File: config.mk
export PLATFORM = sky130hd
export DESIGN_NAME = move_input_conditioner
export DESIGN_NICKNAME = d
export VERILOG_FILES = /design/src/rtl/ttt_pkg.sv /design/src/rtl/debounce_channel.sv /design/src/rtl/move_input_conditioner.sv
export SDC_FILE = /design/constraint.sdc
export NUM_CORES = 1
export LEC_CHECK = 0
export ABC_AREA = 1
export BUFFER_PORTS_ARGS = -buffer_cell sky130_fd_sc_hd__buf_4
export CELL_PAD_IN_SITES_DETAIL_PLACEMENT = 1
export CELL_PAD_IN_SITES_GLOBAL_PLACEMENT = 1
export CORE_AREA = 2 2 108 110
export CTS_CLUSTER_DIAMETER = 100
export CTS_CLUSTER_SIZE = 12
export DETAILED_ROUTE_END_ITERATION = 10
export DIE_AREA = 0 0 110 112
export PLACE_DENSITY_LB_ADDON = 0.1
export RECOVER_POWER = 100
export SYNTH_ARGS = -nofsm -noshare
export SYNTH_HDL_FRONTEND = slang
export SYNTH_SLANG_ARGS = --single-unit
File: constraint.sdc
create_clock -name clk -period 4.96 [get_ports clk]
set_input_delay 0.496 -clock clk [delete_from_list [all_inputs] [get_ports clk]]
set_output_delay 0.496 -clock clk [all_outputs]
set_load 0.03 [all_outputs]
File: src/rtl/ttt_pkg.sv
// Shared tic-tac-toe types: cell one-hot vector, conditioner states and cell bit constants.
package ttt_pkg;

    localparam int unsigned NUM_CELLS = 9;

    typedef logic [NUM_CELLS-1:0] cell_t;

    typedef enum logic [1:0] {
        EMPTY = 2'd0,
        ARMED = 2'd1,
        HOLD  = 2'd2
    } cond_state_e;

    localparam cell_t CELL1 = 9'h001;
    localparam cell_t CELL2 = 9'h002;
    localparam cell_t CELL3 = 9'h004;
    localparam cell_t CELL4 = 9'h008;
    localparam cell_t CELL5 = 9'h010;
    localparam cell_t CELL6 = 9'h020;
    localparam cell_t CELL7 = 9'h040;
    localparam cell_t CELL8 = 9'h080;
    localparam cell_t CELL9 = 9'h100;

endpackage

File: src/rtl/debounce_channel.sv
// One debounced input: optional 2-flop synchronizer (MOVE_COND_SYNC_EN), run-length
// counter, debounced level and a registered one-cycle rise pulse.
module debounce_channel #(
    parameter int unsigned DEBOUNCE_CYCLES = 16
) (
    input  logic clk,
    input  logic reset,
    input  logic raw,
    output logic rise
);

    localparam int unsigned CNT_W = $clog2(DEBOUNCE_CYCLES);

    logic             sample;
    logic             level_q, level_d;
    logic             rise_q, rise_d;
    logic [CNT_W-1:0] cnt_q, cnt_d;

`ifdef MOVE_COND_SYNC_EN
    logic [1:0] sync_q;

    always_ff @(posedge clk) begin
        if (reset) begin
            sync_q <= 2'b00;
        end else begin
            sync_q <= {sync_q[0], raw};
        end
    end

    assign sample = sync_q[1];
`else
    assign sample = raw;
`endif

    // Counter holds (differing samples seen - 1); the limit sample flips the level.
    always_comb begin
        level_d = level_q;
        rise_d  = 1'b0;
        cnt_d   = '0;
        if (sample != level_q) begin
            if (cnt_q == CNT_W'(DEBOUNCE_CYCLES - 1)) begin
                level_d = sample;
                rise_d  = sample;
            end else begin
                cnt_d = cnt_q + CNT_W'(1);
            end
        end
    end

    always_ff @(posedge clk) begin
        if (reset) begin
            level_q <= 1'b0;
            rise_q  <= 1'b0;
            cnt_q   <= '0;
        end else begin
            level_q <= level_d;
            rise_q  <= rise_d;
            cnt_q   <= cnt_d;
        end
    end

    assign rise = rise_q;

endmodule

File: src/rtl/move_input_conditioner.sv
// Debounces 9 cell switches plus play/pc, latches one selected cell and issues move strobes.
// Optional input synchronizers are enabled by defining MOVE_COND_SYNC_EN.
module move_input_conditioner
    import ttt_pkg::*;
#(
    parameter int unsigned DEBOUNCE_CYCLES = 16,
    parameter int unsigned HOLD_CYCLES     = 4
) (
    input  logic                 clk,
    input  logic                 reset,
    input  logic [NUM_CELLS-1:0] btn_raw,
    input  logic                 play_raw,
    input  logic                 pc_raw,
    output logic [NUM_CELLS-1:0] button,
    output logic                 play,
    output logic                 pc,
    output logic                 cell_valid,
    output logic                 err_multi,
    output logic                 err_no_cell,
    output logic                 err_conflict
);

    localparam int unsigned HOLD_W = 8;

    cell_t             cell_rise;
    logic              play_rise, pc_rise;
    logic              one_cell, multi_cell;

    cond_state_e       state_q, state_d;
    cell_t             button_q, button_d;
    logic [HOLD_W-1:0] hold_q, hold_d;
    logic              play_q, play_d, pc_q, pc_d, valid_q;
    logic              em_q, em_d, enc_q, enc_d, ec_q, ec_d;

    for (genvar i = 0; i < NUM_CELLS; i++) begin : g_cell
        debounce_channel #(
            .DEBOUNCE_CYCLES(DEBOUNCE_CYCLES)
        ) u_db (
            .clk  (clk),
            .reset(reset),
            .raw  (btn_raw[i]),
            .rise (cell_rise[i])
        );
    end

    debounce_channel #(
        .DEBOUNCE_CYCLES(DEBOUNCE_CYCLES)
    ) u_db_play (
        .clk  (clk),
        .reset(reset),
        .raw  (play_raw),
        .rise (play_rise)
    );

    debounce_channel #(
        .DEBOUNCE_CYCLES(DEBOUNCE_CYCLES)
    ) u_db_pc (
        .clk  (clk),
        .reset(reset),
        .raw  (pc_raw),
        .rise (pc_rise)
    );

    // x & (x-1) clears the lowest set bit: non-zero means two or more edges.
    assign multi_cell = (cell_rise & (cell_rise - cell_t'(1))) != '0;
    assign one_cell   = (cell_rise != '0) && !multi_cell;

    always_comb begin
        state_d  = state_q;
        button_d = button_q;
        hold_d   = hold_q;
        play_d   = 1'b0;
        pc_d     = 1'b0;
        em_d     = 1'b0;
        enc_d    = 1'b0;
        ec_d     = 1'b0;
        unique case (state_q)
            EMPTY: begin
                enc_d = play_rise | pc_rise;
                if (one_cell) begin
                    button_d = cell_rise;
                    state_d  = ARMED;
                end else if (multi_cell) begin
                    em_d = 1'b1;
                end
            end
            ARMED: begin
                // A move edge wins over any cell edge arriving in the same cycle.
                if (play_rise && pc_rise) begin
                    ec_d = 1'b1;
                end else if (play_rise || pc_rise) begin
                    play_d  = play_rise;
                    pc_d    = pc_rise;
                    hold_d  = '0;
                    state_d = HOLD;
                end else if (one_cell) begin
                    button_d = cell_rise;
                end else if (multi_cell) begin
                    em_d = 1'b1;
                end
            end
            HOLD: begin
                if (hold_q == HOLD_W'(HOLD_CYCLES)) begin
                    button_d = '0;
                    hold_d   = '0;
                    state_d  = EMPTY;
                end else begin
                    hold_d = hold_q + HOLD_W'(1);
                end
            end
            default: begin
                button_d = '0;
                hold_d   = '0;
                state_d  = EMPTY;
            end
        endcase
    end

    always_ff @(posedge clk) begin
        if (reset) begin
            state_q  <= EMPTY;
            button_q <= '0;
            hold_q   <= '0;
            play_q   <= 1'b0;
            pc_q     <= 1'b0;
            valid_q  <= 1'b0;
            em_q     <= 1'b0;
            enc_q    <= 1'b0;
            ec_q     <= 1'b0;
        end else begin
            state_q  <= state_d;
            button_q <= button_d;
            hold_q   <= hold_d;
            play_q   <= play_d;
            pc_q     <= pc_d;
            valid_q  <= |button_d;
            em_q     <= em_d;
            enc_q    <= enc_d;
            ec_q     <= ec_d;
        end
    end

    assign button       = button_q;
    assign play         = play_q;
    assign pc           = pc_q;
    assign cell_valid   = valid_q;
    assign err_multi    = em_q;
    assign err_no_cell  = enc_q;
    assign err_conflict = ec_q;

endmodule

==> impl_metrics.ini, run 1 <==
[grt]
grt_pass1_wl_mm = 13.7
grt_max_degree = 41
grt_usage_pct = 14.1
grt_pass1_vias = 3057
antenna_found_initial = 0
overflow = 0

[sta]
finalSetupViolations = 0
post-route-min-period_ps = 2640
min_period_over_period_pct = 53.2
tns_ps = 0
relSlewSlack_pct = -11.3
hold_viol = 0
worst_pin_slew_ps = 1670
fmax_mhz = 379
finalMaxSlewViolations = 41
fin_worst_skew_ps = 7.67
rsz0062_at_grt = no

[cts]
clock_sinks = 91
post_cts_buffers = 0
root_buffer = clkbuf_16
cts_tree = yes
hold_buffers = 0
clk_path_buf_depth = 2
cts-buffers-inserted = 9
ctsResizeCount = 0
cts.clk_slew.worst_paths_ps = 60
clk_latency_ps = 340
h-tree-depth = 3

[synthesis]
syn_nets = 487
ys_ff_latch = 91
synth_warnings = 0
synth_cell_types = 34
avgSynthCellArea_um2 = 8.23
synthCells = 461
synth_seq_area_share_pct = 48.0
synth_area_mm2 = 0.00379

[layout]
antenna_cells = 0
layout_commonest_cell = dfxtp_1
final_nets = 520
drive_above_1_share_pct = 13.4
final_cell_mix = 91 x dfxtp_1, 78 x nor2_1, 62 x nand2_1
area_growth_pct = 16.1

[setup_path]
cp-start-kind = input port
worstPathRequired_ps = 5180
r2r_start = hold_q[0]
cp_max_fo = 40
worstRegToRegCells = 13
crit_arrival_ps = 2860
end_kind = flop
cp-startpoint = reset
crit_type = in2reg

[floorplan]
die_x_um = 110
core_area_mm2 = 0.0112
io-pin-count = 28
chipHeight_um = 112
dieArea_mm2 = 0.0123
start_util_pct = 33.9
fp-row-count = 39

[routing]
drt-initial-drc-count = 49
vias = 2977
wl_mm = 7.62
drc = 0
drt-pass1-iter-count = 4
ant_nets = 0
vias_per_cell = 4.64
avgRoutedWirePerCell_um = 11.9

[hold_path]
min_path_type = in2reg
hold_depth = 3
worstHoldStart = btn_raw[2]

[placed_design]
portBuffers = 27
gp_congestion = 0.752
place_hpwl_mm = 5.87

[power_and_ir_drop]
finalPower_mw = 1.51
ir_drop_v = 0.000153
p_leak_nw = 1.80
p_per_area_mw_per_mm2 = 343

[outcome]
status = finished with violations
violations = max-capacitance violations, max-slew violations

[flow_run]
drv_cap = 1
report_power, final:
group	switching, mW	internal (mW)	total, mW
combinational	0.0255	0.0180	0.0435
sequential	0.00626	0.740	0.746
clock	0.275	0.445	0.720
total	0.306	1.20	1.51
final timing paths:
kind	endpoint	slack [ps]
min reg2reg	g_cell[2].u_db.cnt_q[0]	450
max reg2reg	cell_valid	2560
max	g_cell[6].u_db.cnt_q[3]	2320
min	g_cell[2].u_db.rise	410
flip-flops by register name, summed over array words and instances (netlist names), 2 cells and up:
name / count
g_cell.u_db.level_q: 9
u_db_pc.cnt_q: 4
g_cell.u_db.cnt_q: 36
button: 9
state_q: 2
u_db_play.cnt_q: 4
g_cell.u_db.rise: 9
hold_q: 8
synthesized netlist by cell type:
master	count	area share [%]
dfxtp_1	91	48
nor2_1	78	7.7
nand2_1	61	6.0
inv_1	37	3.7
nand3_1	37	4.9
a21oi_1	22	2.9
nand4_1	20	3.3
ha_1	13	4.3
o21ai_0	13	1.7
xor2_1	12	2.8
xnor2_1	11	2.5
or2_2	10	1.6
or3b_2	9	2.1
inv_2	7	0.69
nand2_2	6	0.99
nor2_2	5	0.82
o21ai_1	4	0.53
clkbuf_1	3	0.30
o21ai_2	3	0.69
buf_4	2	0.40
clkinv_1	2	0.20
nor2_8	2	1.1
nor3_1	2	0.26
a2111oi_0	1	0.23
a211oi_1	1	0.20
a21boi_1	1	0.20
a21oi_2	1	0.23
clkinv_2	1	0.13
nand3_4	1	0.46
nand3b_1	1	0.20
nor2_4	1	0.30
nor3b_1	1	0.20
nor4_1	1	0.17
o211ai_1	1	0.20
per-layer routing:
layer	share of wire, %	vias up	global-route usage (%)	routed length [um]
li1	-	1570	-	-
met1	50	1367	18.5	3820
met2	45	29	21.6	3400
met3	3.0	11	3.45	232
met4	2.1	0	6.84	163
met5	0	-	0	0
layout make-up:
| type | count | area [um2] |
|---|---|---|
| multi-input combinational | 318 | 1760 |
| tap | 143 | 179 |
| sequential | 91 | 1820 |
| fill | 1347 | 6770 |
| clock buffer | 13 | 280 |
| clock inverter | 3 | 43.8 |
| timing repair buffer | 27 | 143 |
| inverter | 47 | 178 |
worst max-delay path, cell delays in order:
cell and delay, ps:
clkbuf_1 1170, inv_1 680, nand4_1 420, nor2_1 80
per-stage QoR:
| step | cells | hold slack, ps | setup WS [ps] | cell area [um2] | util (%) |
|---|---|---|---|---|---|
| 2_1_floorplan | 461 | 418 | 3350 | 3790 | - |
| 3_3_place_gp | 626 | 432 | 3030 | 4150 | 37.1 |
| 3_5_place_dp | 626 | 442 | 3020 | 4150 | 37.1 |
| 4_1_cts | 642 | 402 | 3010 | 4470 | 40.0 |
| 5_1_grt | 642 | 414 | 1850 | 4400 | 39.4 |
| 6_report | 642 | 414 | 2320 | 4400 | 39.4 |
kinds of logic after synthesis:
kind of cell	count (synthesis)	share of synthesized area [%]
AO/OA/AOI/OAI	47	6.89
flip-flops	91	48.0
AND/OR/NAND/NOR	235	30.1
adder cells (fa/ha/maj)	13	4.29
XOR/XNOR	23	5.31
buffers and inverters	52	5.38
(Power assumes the default switching activity.)
==> run 2: changes to the inputs <==
--- a/config.mk
+++ b/config.mk
@@ -5,15 +5,15 @@
 export SDC_FILE = /design/constraint.sdc
 export NUM_CORES = 1
 export LEC_CHECK = 0
-export ABC_AREA = 1
+export ABC_AREA = 0
 export BUFFER_PORTS_ARGS = -buffer_cell sky130_fd_sc_hd__buf_4
 export CELL_PAD_IN_SITES_DETAIL_PLACEMENT = 1
 export CELL_PAD_IN_SITES_GLOBAL_PLACEMENT = 1
-export CORE_AREA = 2 2 108 110
+export CORE_AREA = 2 2 107 109
 export CTS_CLUSTER_DIAMETER = 100
 export CTS_CLUSTER_SIZE = 12
 export DETAILED_ROUTE_END_ITERATION = 10
-export DIE_AREA = 0 0 110 112
+export DIE_AREA = 0 0 109 111
 export PLACE_DENSITY_LB_ADDON = 0.1
 export RECOVER_POWER = 100
 export SYNTH_ARGS = -nofsm -noshare
==> constraint.sdc (replaced) <==
create_clock -name clk -period 2.4 [get_ports clk]
set_input_delay 0.24 -clock clk [delete_from_list [all_inputs] [get_ports clk]]
set_output_delay 0.24 -clock clk [all_outputs]
set_load 0.03 [all_outputs]
==> run 2 against run 1 <==
First-iteration DRC count is 12% higher. Flip-flop and latch count did not move. Critical path type is now reg2reg. The flow now finishes without violations. Register-to-register slack lost 2400 ps. Combinational power is 110% higher. Via count decreased by 6.4%. Total power up 96%. Critical endpoint is now cell_valid. Non-clock buffer count grew 3. Synthesized cell count decreased by 16%.
==> impl_metrics.ini, run 2 <==
[outcome]
status = complete, no violations

[power_and_ir_drop]
ir_drop_v = 0.000277
p_leak_nw = 1.74
p_per_area_mw_per_mm2 = 689

[layout]
area_growth_pct = 14.3
top_register = g_cell.u_db.cnt_q
regArea_mm2 = 0.00182
largest_reg_flops = 36
multi_input_area_mm2 = 0.00182
antenna_cells = 0
final_cell_mix = 91 x dfxtp_1, 68 x nor2_1, 31 x nand3_1
final_nets = 444
drive_above_1_share_pct = 9.46
fillers = 1266
layout_commonest_cell = dfxtp_1
stdcell_area_mm2 = 0.00428

[synthesis]
synth-simple-area-share_pct = 23.8
synth_top_area_share_pct = 48.6
synth_fa_ha_area_share_pct = 4.61
yosysMostFrequentCell = dfxtp_1
synth_cell_types = 50
synth_top_family_by_area = simple AND/OR/NAND/NOR gates
synth_compound_area_share_pct = 7.68
avgSynthCellArea_um2 = 9.69
yosys_most_used_dff = dfxtp_1
synth_seq_area_share_pct = 48.6
synthCells = 387
synth_area_mm2 = 0.00375
synth_warnings = 0
syn_nets = 413
synth-xor-area-share_pct = 9.35
ys_ff_latch = 91
async_flop_share_pct = 0
synth_mux_area_share_pct = 3.60
synth_common_cells = 91 x dfxtp_1, 68 x nor2_1, 31 x nand3_1, 23 x xnor2_1, 21 x nand2_1
ys_top_cells_by_area = dfxtp_1 49%, nor2_1 6.8%, xnor2_1 5.4%, ha_1 4.3%, nand3_1 4.1%
synth_edf_count = 0
synth_area_leader_cell = dfxtp_1

[floorplan]
start_util_pct = 33.8
die_x_um = 109
dieArea_mm2 = 0.0121
chipHeight_um = 111
io-pin-count = 28
core_area_mm2 = 0.0111
fp-row-count = 39

[sta]
worst_pin_slew_ps = 673
relSlewSlack_pct = 55.1
fmax_mhz = 445
finalMaxSlewViolations = 0
hold_viol = 0
tns_ps = 0
rsz0062_at_grt = no
fin_worst_skew_ps = 6.02
finalSetupViolations = 0
min_period_over_period_pct = 93.6
post-route-min-period_ps = 2250

[routing]
vias = 2785
drt-pass1-iter-count = 4
drt-initial-drc-count = 55
avgRoutedWirePerCell_um = 13.3
vias_per_cell = 4.92
ant_nets = 0
drc = 0
wl_mm = 7.55

[setup_path]
end_kind = flop
cp-start-kind = flop
path_cells = inv_1, ha_1, nor4bb_1, a211oi_2, a22o_1, a21oi_1, mux2_4, a41oi_1
worstPathRequired_ps = 2660
cp_max_fo = 9
slowest_stage = a211oi_2
max_stage_delay_ps = 580
crit_family = compound AO/OA/AOI/OAI gates
crit_arrival_ps = 2510
r2r_slack_ps = 150
path_buf_inv = 1
crit_type = reg2reg

[placed_design]
gp_congestion = 0.765
place_area_mm2 = 0.00409
place_hpwl_mm = 5.62
portBuffers = 27

[grt]
grt_pass1_vias = 2787
grt_usage_pct = 13.8
overflow = 0
antenna_found_initial = 0
grt_max_degree = 31
grt_pass1_wl_mm = 13.3

[cts]
clock_sinks = 91
root_buffer = clkbuf_16
clk_latency_ps = 340
ctsResizeCount = 0
cts.clk_slew.worst_paths_ps = 70
hold_buffers = 0
post_cts_buffers = 0
cts_tree = yes
cts-buffers-inserted = 9
clk_path_buf_depth = 2
h-tree-depth = 3

[flow_run]
drv_cap = 0

[hold_path]
min_path_type = in2reg
==> run 2: cell count changes after synthesis, sizes merged, moves of 9 or more <==
cell / change
nand2: -46
inv: -38
nor2: -18
nand4: -17
a21oi: -16
nor3: +16
o21ai: -16
and3: +12
mux2i: +12
xnor2: +12
nor4b: +11
or3b: -9
==> run 2: worst paths after layout <==
| kind | startpoint | to | cells after the start |
|---|---|---|---|
| max reg2reg | hold_q[0] | cell_valid | 8 |
| min reg2reg | g_cell[3].u_db.cnt_q[0] | g_cell[3].u_db.cnt_q[0] | 1 |
| min | btn_raw[5] | g_cell[5].u_db.level_q | 3 |
| max | hold_q[0] | cell_valid | 8 |
==> run 2: power breakdown <==
group	total [mW]	switching, mW	internal [mW]
logic	0.0906	0.0507	0.0399
clock network	1.32	0.613	0.708
registers	1.54	0.0131	1.53
==> run 2: stage by stage <==
step / hold WS [ps] / cells / util (%) / setup slack, ps / total power, mW
floorplan: 384 / 387 / - / 402 / 1.63
global placement: 433 / 550 / 36.9 / 299 / 1.67
detailed placement: 439 / 550 / 36.9 / 247 / 1.67
CTS: 148 / 566 / 39.4 / 210 / 3.00
global route: 175 / 566 / 38.7 / 48.6 / 3.09
finish: 156 / 566 / 38.7 / 153 / 2.95
==> run 2: worst register-to-register path: stages (launching register included) <==
cell and delay (ps):
dfxtp_1 360, inv_1 90, ha_1 190, nor4bb_1 150, a211oi_2 580, a22o_1 260
a21oi_1 60, mux2_4 270, a41oi_1 210
==> run 2: kinds of logic (layout without fill, tap and decap cells) <==
logic type | Yosys count | in the layout
and+or+nand+nor | 180 | 180
DFF | 91 | 91
muxes | 13 | 13
adders and majority gates | 14 | 14
AOI/OAI and AO/OA | 33 | 33
xor gates and xnor gates | 40 | 40
buffers and inverters | 16 | 52
==> run 2: layout make-up <==
cell class                 count  share of cell area, %
multi-input combinational    280                   42.4
timing repair buffer          30                   3.86
sequential                    91                   42.5
clock inverter                 7                   1.26
inverter                       6                  0.526
tap                          143                   4.18
clock buffer                   9                   5.26
==> run 2: per-layer routing <==
metal	track usage, %	vias to the layer above	share of wire, %
li1	-	1419	-
met1	18.6	1330	51
met2	21.0	25	44
met3	3.00	11	2.9
met4	5.90	0	2.0
met5	0	-	0
